File: config.mk
export PLATFORM = sky130hd
export DESIGN_NAME = serial_ripple_subtractor
export DESIGN_NICKNAME = d
export VERILOG_FILES = /design/src/rtl/serial_ripple_subtractor_pkg.sv /design/src/rtl/serial_ripple_subtractor_full_subtractor.sv /design/src/rtl/serial_ripple_subtractor.sv
export SDC_FILE = /design/constraint.sdc
export NUM_CORES = 1
export LEC_CHECK = 0
export CAP_MARGIN = 25
export CORE_AREA = 10 10 57 59
export DETAILED_ROUTE_END_ITERATION = 8
export DIE_AREA = 0 0 67 69
export MAX_ROUTING_LAYER = met4
export PLACE_DENSITY = 0.71
export REMOVE_ABC_BUFFERS = 1
export SLEW_MARGIN = 20
export SYNTH_ARGS = -nofsm -noshare
export SYNTH_HDL_FRONTEND = slang
export SYNTH_SLANG_ARGS = --single-unit
File: constraint.sdc
create_clock -name clk -period 1.2 [get_ports clk]
set_input_delay 0.24 -clock clk [delete_from_list [all_inputs] [get_ports clk]]
set_output_delay 0.24 -clock clk [all_outputs]
set_load 0.02 [all_outputs]
File: src/rtl/serial_ripple_subtractor_pkg.sv
// Shared definitions for the bit-serial ripple subtractor.
//   - state_e            : FSM states (IDLE, RUN, DONE)
//   - DEFAULT_DATA_WIDTH : default operand/result width
//   - clog2()            : index-counter width helper, never returns less than 1
package serial_ripple_subtractor_pkg;

    typedef enum logic [1:0] {
        ST_IDLE = 2'd0,
        ST_RUN  = 2'd1,
        ST_DONE = 2'd2
    } state_e;

    localparam int DEFAULT_DATA_WIDTH = 4;

    // Width needed to count 0..value-1; a 1-wide operand still gets a 1-bit counter.
    function automatic int clog2(input int value);
        int r;
        r = 0;
        for (int i = 0; i < 31; i++) begin
            if ((32'sd1 <<< i) < value) begin
                r = i + 1;
            end
        end
        return (r < 1) ? 1 : r;
    endfunction

endpackage

File: src/rtl/serial_ripple_subtractor_full_subtractor.sv
// Combinational one-bit full-subtractor cell.
//   a, b : operand bits (a - b)
//   bi   : borrow in
//   d    : difference bit
//   bo   : borrow out
module full_subtractor (
    input  logic a,
    input  logic b,
    input  logic bi,
    output logic d,
    output logic bo
);

    assign d  = a ^ b ^ bi;
    // Borrow when a=0,b=1, or when a==b and a borrow is already pending.
    assign bo = (~a & b) | (~(a ^ b) & bi);

endmodule

File: src/rtl/serial_ripple_subtractor.sv
// Bit-serial ripple subtractor: d = (a - b - bin) mod 2^DATA_WIDTH, one bit per clock,
// through a single full_subtractor cell and a registered borrow.
// Ports:
//   clk, rst_n          : clock, asynchronous active-low reset
//   in_valid / in_ready : operand handshake (in_ready high only in IDLE)
//   a, b, bin           : minuend, subtrahend, borrow in
//   out_valid/out_ready : result handshake (out_valid high only in DONE)
//   d, bout             : difference and borrow out, held stable in DONE
module serial_ripple_subtractor
    import serial_ripple_subtractor_pkg::*;
#(
    parameter int DATA_WIDTH = DEFAULT_DATA_WIDTH
) (
    input  logic                  clk,
    input  logic                  rst_n,
    input  logic                  in_valid,
    output logic                  in_ready,
    input  logic [DATA_WIDTH-1:0] a,
    input  logic [DATA_WIDTH-1:0] b,
    input  logic                  bin,
    output logic                  out_valid,
    input  logic                  out_ready,
    output logic [DATA_WIDTH-1:0] d,
    output logic                  bout
);

    localparam int IDX_W = clog2(DATA_WIDTH);
    localparam logic [IDX_W-1:0] LAST_IDX = IDX_W'(DATA_WIDTH - 1);

    state_e                state_q, state_d;
    logic [DATA_WIDTH-1:0] a_sh_q, a_sh_d;
    logic [DATA_WIDTH-1:0] b_sh_q, b_sh_d;
    logic [DATA_WIDTH-1:0] d_q, d_d;
    logic                  br_q, br_d;
    logic                  bout_q, bout_d;
    logic [IDX_W-1:0]      idx_q, idx_d;

    logic cell_d;
    logic cell_bo;

    full_subtractor u_cell (
        .a  (a_sh_q[0]),
        .b  (b_sh_q[0]),
        .bi (br_q),
        .d  (cell_d),
        .bo (cell_bo)
    );

    always_comb begin
        state_d = state_q;
        a_sh_d  = a_sh_q;
        b_sh_d  = b_sh_q;
        d_d     = d_q;
        br_d    = br_q;
        bout_d  = bout_q;
        idx_d   = idx_q;
        case (state_q)
            ST_IDLE: begin
                if (in_valid) begin
                    a_sh_d  = a;
                    b_sh_d  = b;
                    br_d    = bin;
                    idx_d   = '0;
                    state_d = ST_RUN;
                end
            end
            ST_RUN: begin
                a_sh_d = a_sh_q >> 1;
                b_sh_d = b_sh_q >> 1;
                br_d   = cell_bo;
                // Difference bits enter at the MSB so bit 0 lands in d[0] after the last shift.
                d_d                 = d_q >> 1;
                d_d[DATA_WIDTH-1]   = cell_d;
                if (idx_q == LAST_IDX) begin
                    bout_d  = cell_bo;
                    state_d = ST_DONE;
                end else begin
                    idx_d = idx_q + IDX_W'(1);
                end
            end
            ST_DONE: begin
                if (out_ready) begin
                    state_d = ST_IDLE;
                end
            end
            default: state_d = ST_IDLE;
        endcase
    end

    always_ff @(posedge clk or negedge rst_n) begin
        if (!rst_n) begin
            state_q <= ST_IDLE;
            a_sh_q  <= '0;
            b_sh_q  <= '0;
            d_q     <= '0;
            br_q    <= 1'b0;
            bout_q  <= 1'b0;
            idx_q   <= '0;
        end else begin
            state_q <= state_d;
            a_sh_q  <= a_sh_d;
            b_sh_q  <= b_sh_d;
            d_q     <= d_d;
            br_q    <= br_d;
            bout_q  <= bout_d;
            idx_q   <= idx_d;
        end
    end

    // Handshake flags come from the state register only.
    assign in_ready  = (state_q == ST_IDLE);
    assign out_valid = (state_q == ST_DONE);
    assign d         = d_q;
    assign bout      = bout_q;

endmodule

# [After elaboration in Yosys (flattened, before gate mapping)]
# Index checks and enable logic that the tools add are counted.
[totals] register_bits=18 input_bits=13 output_inout_bits=7 word_cells=41
[classes] addsub=1 n_eq_ne=7 mux=13 bitwise_logic=7 reduce_logical=6
[ops] op="4-bit case mux with 2 select lines" count=2
[ops] op="2-bit two-way mux" count=5
[ops] op="4-bit two-way mux" count=2
[ops] op="2-bit inequality test (second input constant)" count=3
[ops] op="2-bit case mux with 3 select lines" count=1
[ops] op="3-bit AND reduction" count=2
[ops] op="2-bit equality test (second input constant)" count=2
[ops] op="2-bit case mux with 2 select lines" count=1
[ops] op="2-bit AND reduction" count=2
[ops] op="2-bit by 1-bit adder with 2-bit output (second input constant)" count=1
[ops] op="1-bit bitwise AND" count=2
[ops] op="2-bit by 1-bit equality test with 1-bit output (second input constant)" count=1
[ops] op="2-bit zero test" count=1
[ops] op="2-bit by 1-bit inequality test with 1-bit output (second input constant)" count=1
[ops] op="1-bit inverter" count=2
[ops] op="1-bit case mux with 2 select lines" count=1
[ops] op="2-bit nonzero test" count=1
[ops] op="1-bit bitwise XOR" count=2
[ops] op="1-bit two-way mux" count=1
[ops] op="1-bit bitwise OR" count=1

# [Depth between registers and ports, before layout]
# Gate-level depths: netlist of the first run.
[logic_depth] depth_word=5 depth_mapped=4 ltp_nobuf=3

# [Modules after synthesis]
# Synthesis of the first run repeated with hierarchy kept, for this count alone.
[hier_totals] cells_unflattened=79 hier_area_um2=873.3
[modules_own_cells] module="serial_ripple_subtractor" n_inst=1 cells_each=75 area_each_um2=842.1 seq_area_each_um2=450.4
[modules_own_cells] module="full_subtractor" n_inst=1 cells_each=4 area_each_um2=31.3 seq_area_each_um2=0.0

# [Worst setup path after synthesis of the first run]
# Ideal clock, no wire load.
[synth_timing] path_type="register to register" startpoint="reg a_sh_q[0]" endpoint="reg d_q[3] (netlist: d[3])" setup_ns=0.125 arrival_time_ns=1.061 required_time_ns=1.075 setup_slack_ns=0.014 path_stages_with_launch=3 n_path_buf=0 period_less_slack_ns=1.186 cell_sequence="dfrtp_1 -> fa_1 -> mux2_2"
[synth_between] elab_chain_len=2
[synth_rtl] element="start, declared" line_no="serial_ripple_subtractor.sv:31" rtl="logic [DATA_WIDTH-1:0] a_sh_q, a_sh_d;"
[synth_rtl] element="start signal, assigned" line_no="serial_ripple_subtractor.sv:101" rtl="a_sh_q <= a_sh_d;"
[synth_rtl] element="1-bit bitwise XOR (2 in series)" line_no="serial_ripple_subtractor_full_subtractor.sv:14" rtl="assign d = a ^ b ^ bi;"
[synth_rtl] element="named net cell_d" line_no="serial_ripple_subtractor.sv:38" rtl="logic cell_d;"
[synth_rtl] element="end signal, assigned" line_no="serial_ripple_subtractor.sv:95" rtl="d_q <= '0;"
[synth_rtl] element="end signal, assigned" line_no="serial_ripple_subtractor.sv:103" rtl="d_q <= d_d;"
[synth_rtl] element="end, declared" line_no="serial_ripple_subtractor.sv:33" rtl="logic [DATA_WIDTH-1:0] d_q, d_d;"
# The timed path passes the listed nets, and every way through them passes these cells.
# A chain may end at the register's enable or synchronous reset.

# [Worst setup path after layout of the first run]
[layout_timing] startpoint="reg state_q[0]" endpoint="out out_valid"
[layout_between] elab_chain_len=1
[layout_rtl] element="start, declared" line_no="serial_ripple_subtractor.sv:30" rtl="state_e state_q, state_d;"
[layout_rtl] element="start signal, assigned" line_no="serial_ripple_subtractor.sv:100" rtl="state_q <= state_d;"
[layout_rtl] element="2-bit equality test" line_no="serial_ripple_subtractor.sv:112" rtl="assign out_valid = (state_q == ST_DONE);"
[layout_rtl] element="end, declared" line_no="serial_ripple_subtractor.sv:21" rtl="output logic out_valid,"
# Every way passes these cells.

==> results of run 1 <==
-- area by class of cell --
type,instances,area share
flip-flops and latches,18,0.344
repair buffers,38,0.245
multi-input cells,43,0.328
inverters,10,0.0285
well taps,28,0.0266
clock buffers,4,0.0276
-- Yosys cell counts, types with 2 or more instances --
| cell type | number | area (µm²) |
|---|---|---|
| sky130_fd_sc_hd__a211oi_1 | 3 | 22.5 |
| sky130_fd_sc_hd__a222oi_1 | 4 | 40.0 |
| sky130_fd_sc_hd__a32o_1 | 2 | 20.0 |
| sky130_fd_sc_hd__buf_2 | 2 | 10.0 |
| sky130_fd_sc_hd__dfrtp_1 | 18 | 450 |
| sky130_fd_sc_hd__inv_1 | 10 | 37.5 |
| sky130_fd_sc_hd__mux2_2 | 4 | 45.0 |
| sky130_fd_sc_hd__nand2b_1 | 5 | 31.3 |
| sky130_fd_sc_hd__nor2b_1 | 4 | 25.0 |
| sky130_fd_sc_hd__nor3b_1 | 3 | 22.5 |
| sky130_fd_sc_hd__nor4b_1 | 3 | 26.3 |
-- cell families (layout without fill, tap and decap cells) --
group,after synthesis,count (layout)
multiplexers,5,5
flip-flops,18,18
AO/OA/AOI/OAI,15,15
adder cells (fa/ha/maj),2,2
AND/OR/NAND/NOR,21,21
buffers and inverters,14,52
-- power groups by stage --
stage                     Sequential (mW)  Combinational, mW  Clock, mW
after detailed placement             1.07               1.82          0
after floorplan                      1.23              0.881          0
after CTS                            1.07               1.90      0.395
after global routing                 1.12               2.16      0.423
after global placement               1.05               1.78          0
final                                1.08               1.96      0.382
-- metal layers --
metal	up-vias	wire length, µm
met5	-	0
met4	0	53
met3	5	97
met2	22	918
met1	332	971
li1	347	-
-- state kept, by name (all words and copies together), names as in the netlist --
register  flops
d             4
a_sh_q        4
br_q          1
b_sh_q        4
idx_q         2
state_q       2
bout          1
-- worst max-delay path by stage --
stage                                start          endpoint  cells past startpoint
floorplan           state_q[0]$_DFFE_PN0P_  d[3]$_DFFE_PN0N_                      2
global placement    state_q[0]$_DFFE_PN0P_         out_valid                      3
detailed placement  state_q[0]$_DFFE_PN0P_         out_valid                      3
CTS                 state_q[1]$_DFFE_PN0P_          in_ready                      2
global route        state_q[1]$_DFFE_PN0P_          in_ready                      2
finish              state_q[0]$_DFFE_PN0P_         out_valid                      3
-- what timing repair did --
item,in CTS,in global routing
pin swaps,2,4
setup buffers,2,3
endpoints found under the setup margin,17,23
resized for setup,35,14
-- worst max-delay path: stages, from the launching register on --
cell                       delay, ps
sky130_fd_sc_hd__dfrtp_2         460
sky130_fd_sc_hd__nand2b_4        160
sky130_fd_sc_hd__inv_2            50
sky130_fd_sc_hd__buf_6           100
==> impl_metrics.csv, run 1 <==
group,metric,value,unit
setup_path,worst-r2r-cell-count,3,
clock_network,cts-root-to-sink-buffers,2,
setup_path,timing.rr.start,"state_q[1]$_DFFE_PN0P_",
final_layout,layout.cell_area.non_filler,0.00132,mm²
route,drtAntennaViolNets,0,
sta,final.hold.worst_slack,273,ps
synthesis,ys_seq_elements,18,
global_routing,first_pass_grt_wire_length,3.43,mm
status,outcome,"finished, violations left",
power,power_switching_share,0.371,
sta,final.setup_skew,1.48,ps
die,start_util,0.421,
setup_path,timing_worst_setup_path_type,"register to output port",
synthesis,synthCells,75,
synthesis,yosysSeqAreaShare,0.499,
route,wirelength,2.04,mm
setup_path,critical_path.max_fanout,4,
hold_path,hold_class,"input pin to asynchronous set/reset pin",
sta,finalSetupViolations,12,
final_layout,filler_cell_count,180,
clock_network,hold_buffers,0,
sta,rsz0062_at_grt,"yes",
setup_path,timing.rr.end,"idx_q[0]$_DFFE_PN0P_",
global_routing,grt_busiest_layer,"met2",
power,leakagePower,0.609,nW
global_routing,grt_pass1_vias,765,
die,dieHeight,69,µm
final_layout,num_antenna_cells,0,
synthesis,synth_compound_area_frac,0.161,
synthesis,post_synth_num_cell_types,28,
global_routing,use_met3,0.0225,
final_layout,area.growth.synth_to_final,45.6,%
synthesis,synth_simple_gate_area_frac,0.170,
power,total_power,3.43,mW
synthesis,synthFlopType,"sky130_fd_sc_hd__dfrtp_1",
die,io_pins,20,
final_layout,instances_no_fill,141,
sta,timing.max_slew.rel_slack,0.788,
status,violations,"setup timing",
placement,numPortBuffers,19,
synthesis,combinational_family_with_the_most_area_after_synthesis,"simple AND/OR/NAND/NOR gates",
setup_path,worstPathRequired,960,ps
global_routing,grt_max_degree,19,
setup_path,rrSetupSlack,-80,ps
global_routing,grt_antenna_before_repair,0,
route,detail_route.iter0.violations,13,
placement,weighted_congestion_at_the_end_of_routability_driven_global_placement,0.730,
synthesis,syn_area,903,µm²
final_layout,combined_area_of_the_multi_input_logic_cells,432,µm²
sta,timing_max_transition_violations_final,0,
global_routing,grt_overflow_total,0,
route,detailroute.via_count,706,
clock_network,root_buffer,"sky130_fd_sc_hd__clkbuf_4",
sta,maxClockFrequency,763,MHz
clock_network,cts_made_buffers,3,
power,netSwitchingPower,1.27,mW
setup_path,startpoint_type,"register",
synthesis,multiplexer_share_of_the_synthesized_area,0.0609,
clock_network,cts.sink_count,18,
power,share_clk_of_total_power,0.112,
route,firstDrtPassIters,4,
route,drc,0,
sta,report.final.hold_viol_count,0,
final_layout,most-common-layout-cells,"sky130_fd_sc_hd__dfrtp_1, sky130_fd_sc_hd__buf_4, sky130_fd_sc_hd__clkdlybuf4s50_1",
clock_network,clock_latency,300,ps
clock_network,clk_slew_on_worst_s_h_paths,100,ps
die,die_w,67,µm
placement,dpl.cell_count,133,
die,rows,17,
power,power.sequential.fraction,0.316,
global_routing,global_route_track_usage_on_met1,0.118,
final_layout,final_core_util,0.612,
sta,setup_total_negative_slack,-737,ps
synthesis,synth_enable_flop_cells,0,
die,die_area,0.00462,mm²
synthesis,postSynthAreaPerCell,12.0,µm²
power,ir_drop,1.32,mV
run,timing.max_cap.violations,0,
synthesis,yosys_warn_count,0,
sta,finalWorstSetupSlack,-110,ps
clock_network,clock_tree_from_tritoncts,"done",
setup_path,critical_path_arrival,1070,ps
route,detail_route.wl_per_cell,14.5,µm
synthesis,synth-async-reset-ratio,1.00,
global_routing,groute.layer.met2.usage,0.129,
sta,timing_worst_slew_pin_value,314,ps
sta,final_worst_path_cycle_share,1.09,
power,power.internal,2.16,mW
route,route.detailed.vias_per_inst,5.01,
sta,fin_crit,1310,ps
final_layout,final_layout_size_suffix_gt1_frac,0.451,
die,core,0.00215,mm²
setup_path,critPathCaptureType,"output port",
final_layout,final-seq-area,453,µm²
global_routing,track_usage,0.0930,
placement,post_dp_cell_area,0.00121,mm²
power,pwr-share-comb,0.572,
clock_network,htree_num_levels,1,
final_layout,layout.nets,129,
synthesis,post_synthesis_xor_xnor_area_fraction,0,
placement,dp.final_hpwl,1.43,mm
placement,post-place-ws,-246,ps
synthesis,synth_fa_ha_area_frac,0.0360,
power,p_per_area,2610,mW/mm²
(Power assumes the default switching activity.)
==> run 2, diff against run 1 <==
ABC_AREA = 1   (was unset)
CORE_AREA = 10 10 52 54   (was 10 10 57 59)
CTS_CLUSTER_SIZE = 30   (was unset)
DIE_AREA = 0 0 62 64   (was 0 0 67 69)
DONT_BUFFER_PORTS = 1   (was unset)
PLACE_DENSITY = 0.69   (was 0.71)
==> run 2 against run 1 <==
  * The run still ends with setup timing left
  * Global-route usage rose by 1.2 points
  * Final cell count grew 7.1%
  * Power is 3.2% lower
  * Area after synthesis is 2.9% lower
  * Cell area fell by 14%
  * Non-clock buffer count decreased by 20
  * Synthesized cell count rose by 44%
  * Fmax fell by 1.5%
  * Combinational power is 7% lower
  * Clock skew rose by 6.9 ps
  * Worst setup slack lost 20 ps
  * Clock power down 22%
  * Largest cell class unchanged
==> impl_metrics.csv, run 2 <==
group,metric,value,unit
synthesis,synth_compound_area_frac,0.0442,
synthesis,leading_cell_types_by_count_after_synthesis,"sky130_fd_sc_hd__nand2_1, sky130_fd_sc_hd__dfrtp_1, sky130_fd_sc_hd__nand3_1",
clock_network,clk_slew_on_worst_s_h_paths,100,ps
clock_network,root_buffer,"sky130_fd_sc_hd__clkbuf_4",
synthesis,synth_simple_gate_area_frac,0.334,
synthesis,combinational_family_with_the_most_area_after_synthesis,"simple AND/OR/NAND/NOR gates",
synthesis,yosys_warn_count,0,
power,p_per_area,2940,mW/mm²
clock_network,cts.sink_count,18,
sta,final_worst_path_cycle_share,1.11,
power,power.sequential.fraction,0.361,
synthesis,multiplexer_share_of_the_synthesized_area,0,
setup_path,critical_path.max_fanout,4,
die,die_area,0.00397,mm²
die,core,0.00171,mm²
final_layout,combined_area_of_the_multi_input_logic_cells,422,µm²
die,dieHeight,64,µm
synthesis,yosysSeqAreaShare,0.514,
placement,dpl.cell_count,137,
synthesis,netlist.area_leader.share,0.514,
clock_network,cts_made_buffers,3,
setup_path,critical_path_arrival,1090,ps
synthesis,synth_enable_flop_cells,0,
setup_path,critPathCaptureType,"output port",
setup_path,startpoint_type,"register",
final_layout,num_antenna_cells,0,
final_layout,filler_cell_count,142,
synthesis,postSynthAreaPerCell,8.12,µm²
clock_network,clock_latency,300,ps
status,outcome,"finished, violations left",
placement,numPortBuffers,0,
final_layout,area.growth.synth_to_final,28.8,%
final_layout,final_common_cell,"sky130_fd_sc_hd__nand2_1",
global_routing,grt_pass1_vias,696,
setup_path,worstPathRequired,960,ps
power,ir_drop,1.55,mV
synthesis,synth_fa_ha_area_frac,0.0371,
hold_path,hold_class,"input pin to register",
synthesis,synthCells,108,
die,die_w,62,µm
placement,weighted_congestion_at_the_end_of_routability_driven_global_placement,0.805,
global_routing,grt_antenna_before_repair,0,
die,rows,15,
sta,rsz0062_at_grt,"yes",
placement,dp.final_hpwl,1.32,mm
sta,timing_max_transition_violations_final,0,
die,io_pins,20,
global_routing,first_pass_grt_wire_length,3.09,mm
final_layout,layout.nets,143,
clock_network,cts-root-to-sink-buffers,2,
run,timing.max_cap.violations,0,
synthesis,post_synth_num_cell_types,18,
power,power_switching_share,0.438,
route,route.detailed.vias_per_inst,4.94,
sta,finalSetupViolations,2,
global_routing,grt_overflow_total,0,
status,violations,"setup timing",
setup_path,timing_worst_setup_path_type,"register to output port",
power,leakagePower,0.603,nW
synthesis,synth_most_common_cell,"sky130_fd_sc_hd__nand2_1",
route,detail_route.iter0.violations,17,
route,drtAntennaViolNets,0,
power,total_power,3.32,mW
die,start_util,0.514,
clock_network,clock_tree_from_tritoncts,"done",
final_layout,final-seq-area,452,µm²
route,firstDrtPassIters,4,
synthesis,yosys-top-cells-area,"sky130_fd_sc_hd__dfrtp_1, sky130_fd_sc_hd__nand2_1, sky130_fd_sc_hd__nand3_1, sky130_fd_sc_hd__inv_1, sky130_fd_sc_hd__fa_1",
route,detail_route.wl_per_cell,13.0,µm
sta,maxClockFrequency,752,MHz
clock_network,htree_num_levels,1,
route,detailroute.via_count,746,
final_layout,most-common-layout-cells,"sky130_fd_sc_hd__nand2_1, sky130_fd_sc_hd__dfrtp_1, sky130_fd_sc_hd__buf_4",
power,power.internal,1.86,mW
power,pwr-share-comb,0.550,
power,share_clk_of_total_power,0.089,
global_routing,track_usage,0.105,
sta,final.setup_skew,8.34,ps
final_layout,instances_no_fill,151,
synthesis,yosys.area.top_type,"sky130_fd_sc_hd__dfrtp_1",
sta,timing.max_slew.rel_slack,0.485,
sta,timing_worst_slew_pin_value,770,ps
sta,report.final.hold_viol_count,0,
sta,fin_crit,1330,ps
synthesis,syn_area,877,µm²
synthesis,synth-async-reset-ratio,1.00,
route,drc,0,
power,netSwitchingPower,1.45,mW
synthesis,post_synthesis_xor_xnor_area_fraction,0,
route,wirelength,1.97,mm
synthesis,ys_seq_elements,18,
sta,finalWorstSetupSlack,-130,ps
final_layout,final_layout_size_suffix_gt1_frac,0.333,
global_routing,grt_max_degree,19,
synthesis,synthFlopType,"sky130_fd_sc_hd__dfrtp_1",
setup_path,rrSetupSlack,30,ps
## run 2: cell count changes in the layout (fill, tap and decap cells not counted), moves of 3 or more
cell	before	now
sky130_fd_sc_hd__nor3b_1	3	0
sky130_fd_sc_hd__nand2_2	0	7
sky130_fd_sc_hd__a222oi_1	4	0
sky130_fd_sc_hd__nand3_2	0	5
sky130_fd_sc_hd__mux2_2	4	0
sky130_fd_sc_hd__nand3_1	1	5
sky130_fd_sc_hd__buf_2	5	0
sky130_fd_sc_hd__nor4b_2	3	0
sky130_fd_sc_hd__nand2_1	0	50
sky130_fd_sc_hd__clkdlybuf4s50_1	12	0
sky130_fd_sc_hd__nor2b_1	4	0
sky130_fd_sc_hd__buf_4	16	10
sky130_fd_sc_hd__nand2b_1	4	0
## run 2: power by group through the flow
stage	logic, mW	registers, mW	clock network (mW)
after detailed placement	1.26	1.19	0
final	1.82	1.20	0.297
after global placement	1.24	1.19	0
after CTS	1.57	1.18	0.305
after global routing	2.05	1.24	0.337
after floorplan	0.888	1.17	0
## run 2: final cells by class
| cell class | count | area share |
|---|---|---|
| Sequential cell | 18 | 0.400 |
| Timing Repair Buffer | 18 | 0.145 |
| Multi-Input combinational cell | 78 | 0.373 |
| Inverter | 9 | 0.0343 |
| Tap cell | 25 | 0.0277 |
| Clock buffer | 3 | 0.0199 |
## run 2: worst paths after layout
check,from,endpoint,cells after the start
worst max-delay path,state_q[0]$_DFFE_PN0P_,out_valid,3
worst min-delay path,out_ready,state_q[1]$_DFFE_PN0P_,1
max in group asynchronous,rst_n,state_q[0]$_DFFE_PN0P_,1
worst max register to register,state_q[0]$_DFFE_PN0P_,b_sh_q[1]$_DFFE_PN0P_,7
worst min register to register,b_sh_q[3]$_DFFE_PN0P_,b_sh_q[3]$_DFFE_PN0P_,2
min in group asynchronous,rst_n,d[2]$_DFFE_PN0N_,1
## run 2: logic make-up (layout without fill, tap and decap cells)
family                     Yosys count  in the layout
buffers and inverters               12             30
adders and majority gates            2              2
and+or+nand+nor                     71             71
DFF                                 18             18
AOI/OAI and AO/OA                    5              5
## run 2: metal layers
metal	wire length, µm	vias up	GRT usage
li1	-	371	-
met1	853	355	0.129
met2	955	16	0.144
met3	129	4	0.0375
met4	29	0	0.0587
met5	0	-	-
## run 2: what timing repair did
item / in CTS / in global routing
endpoints found under the setup margin: 3 / 16
setup buffers: 8 / 2
pin swaps: 3 / 9
hold buffers: 1 / 0
resized for setup: 10 / 18
endpoints found under the hold margin: 18 / 0
## run 2: worst max-delay path: stages, from the launching register on
cell and delay, ps:
sky130_fd_sc_hd__dfrtp_2 460, sky130_fd_sc_hd__buf_6 140, sky130_fd_sc_hd__nor2_4 80, sky130_fd_sc_hd__buf_6 120
## run 2: through the flow
stage	utilization	instance area, µm²	hold slack [ps]	worst slack (ps)	TNS (ps)
after floorplan	-	851	-55.6	42.3	0
final	0.662	1130	34.2	-130	-250
after global routing	0.662	1130	29.2	-165	-542
after global placement	0.547	935	-54.9	6.38	0
after detailed placement	0.547	935	-55.0	7.75	0
after CTS	0.621	1060	22.4	-119	-231
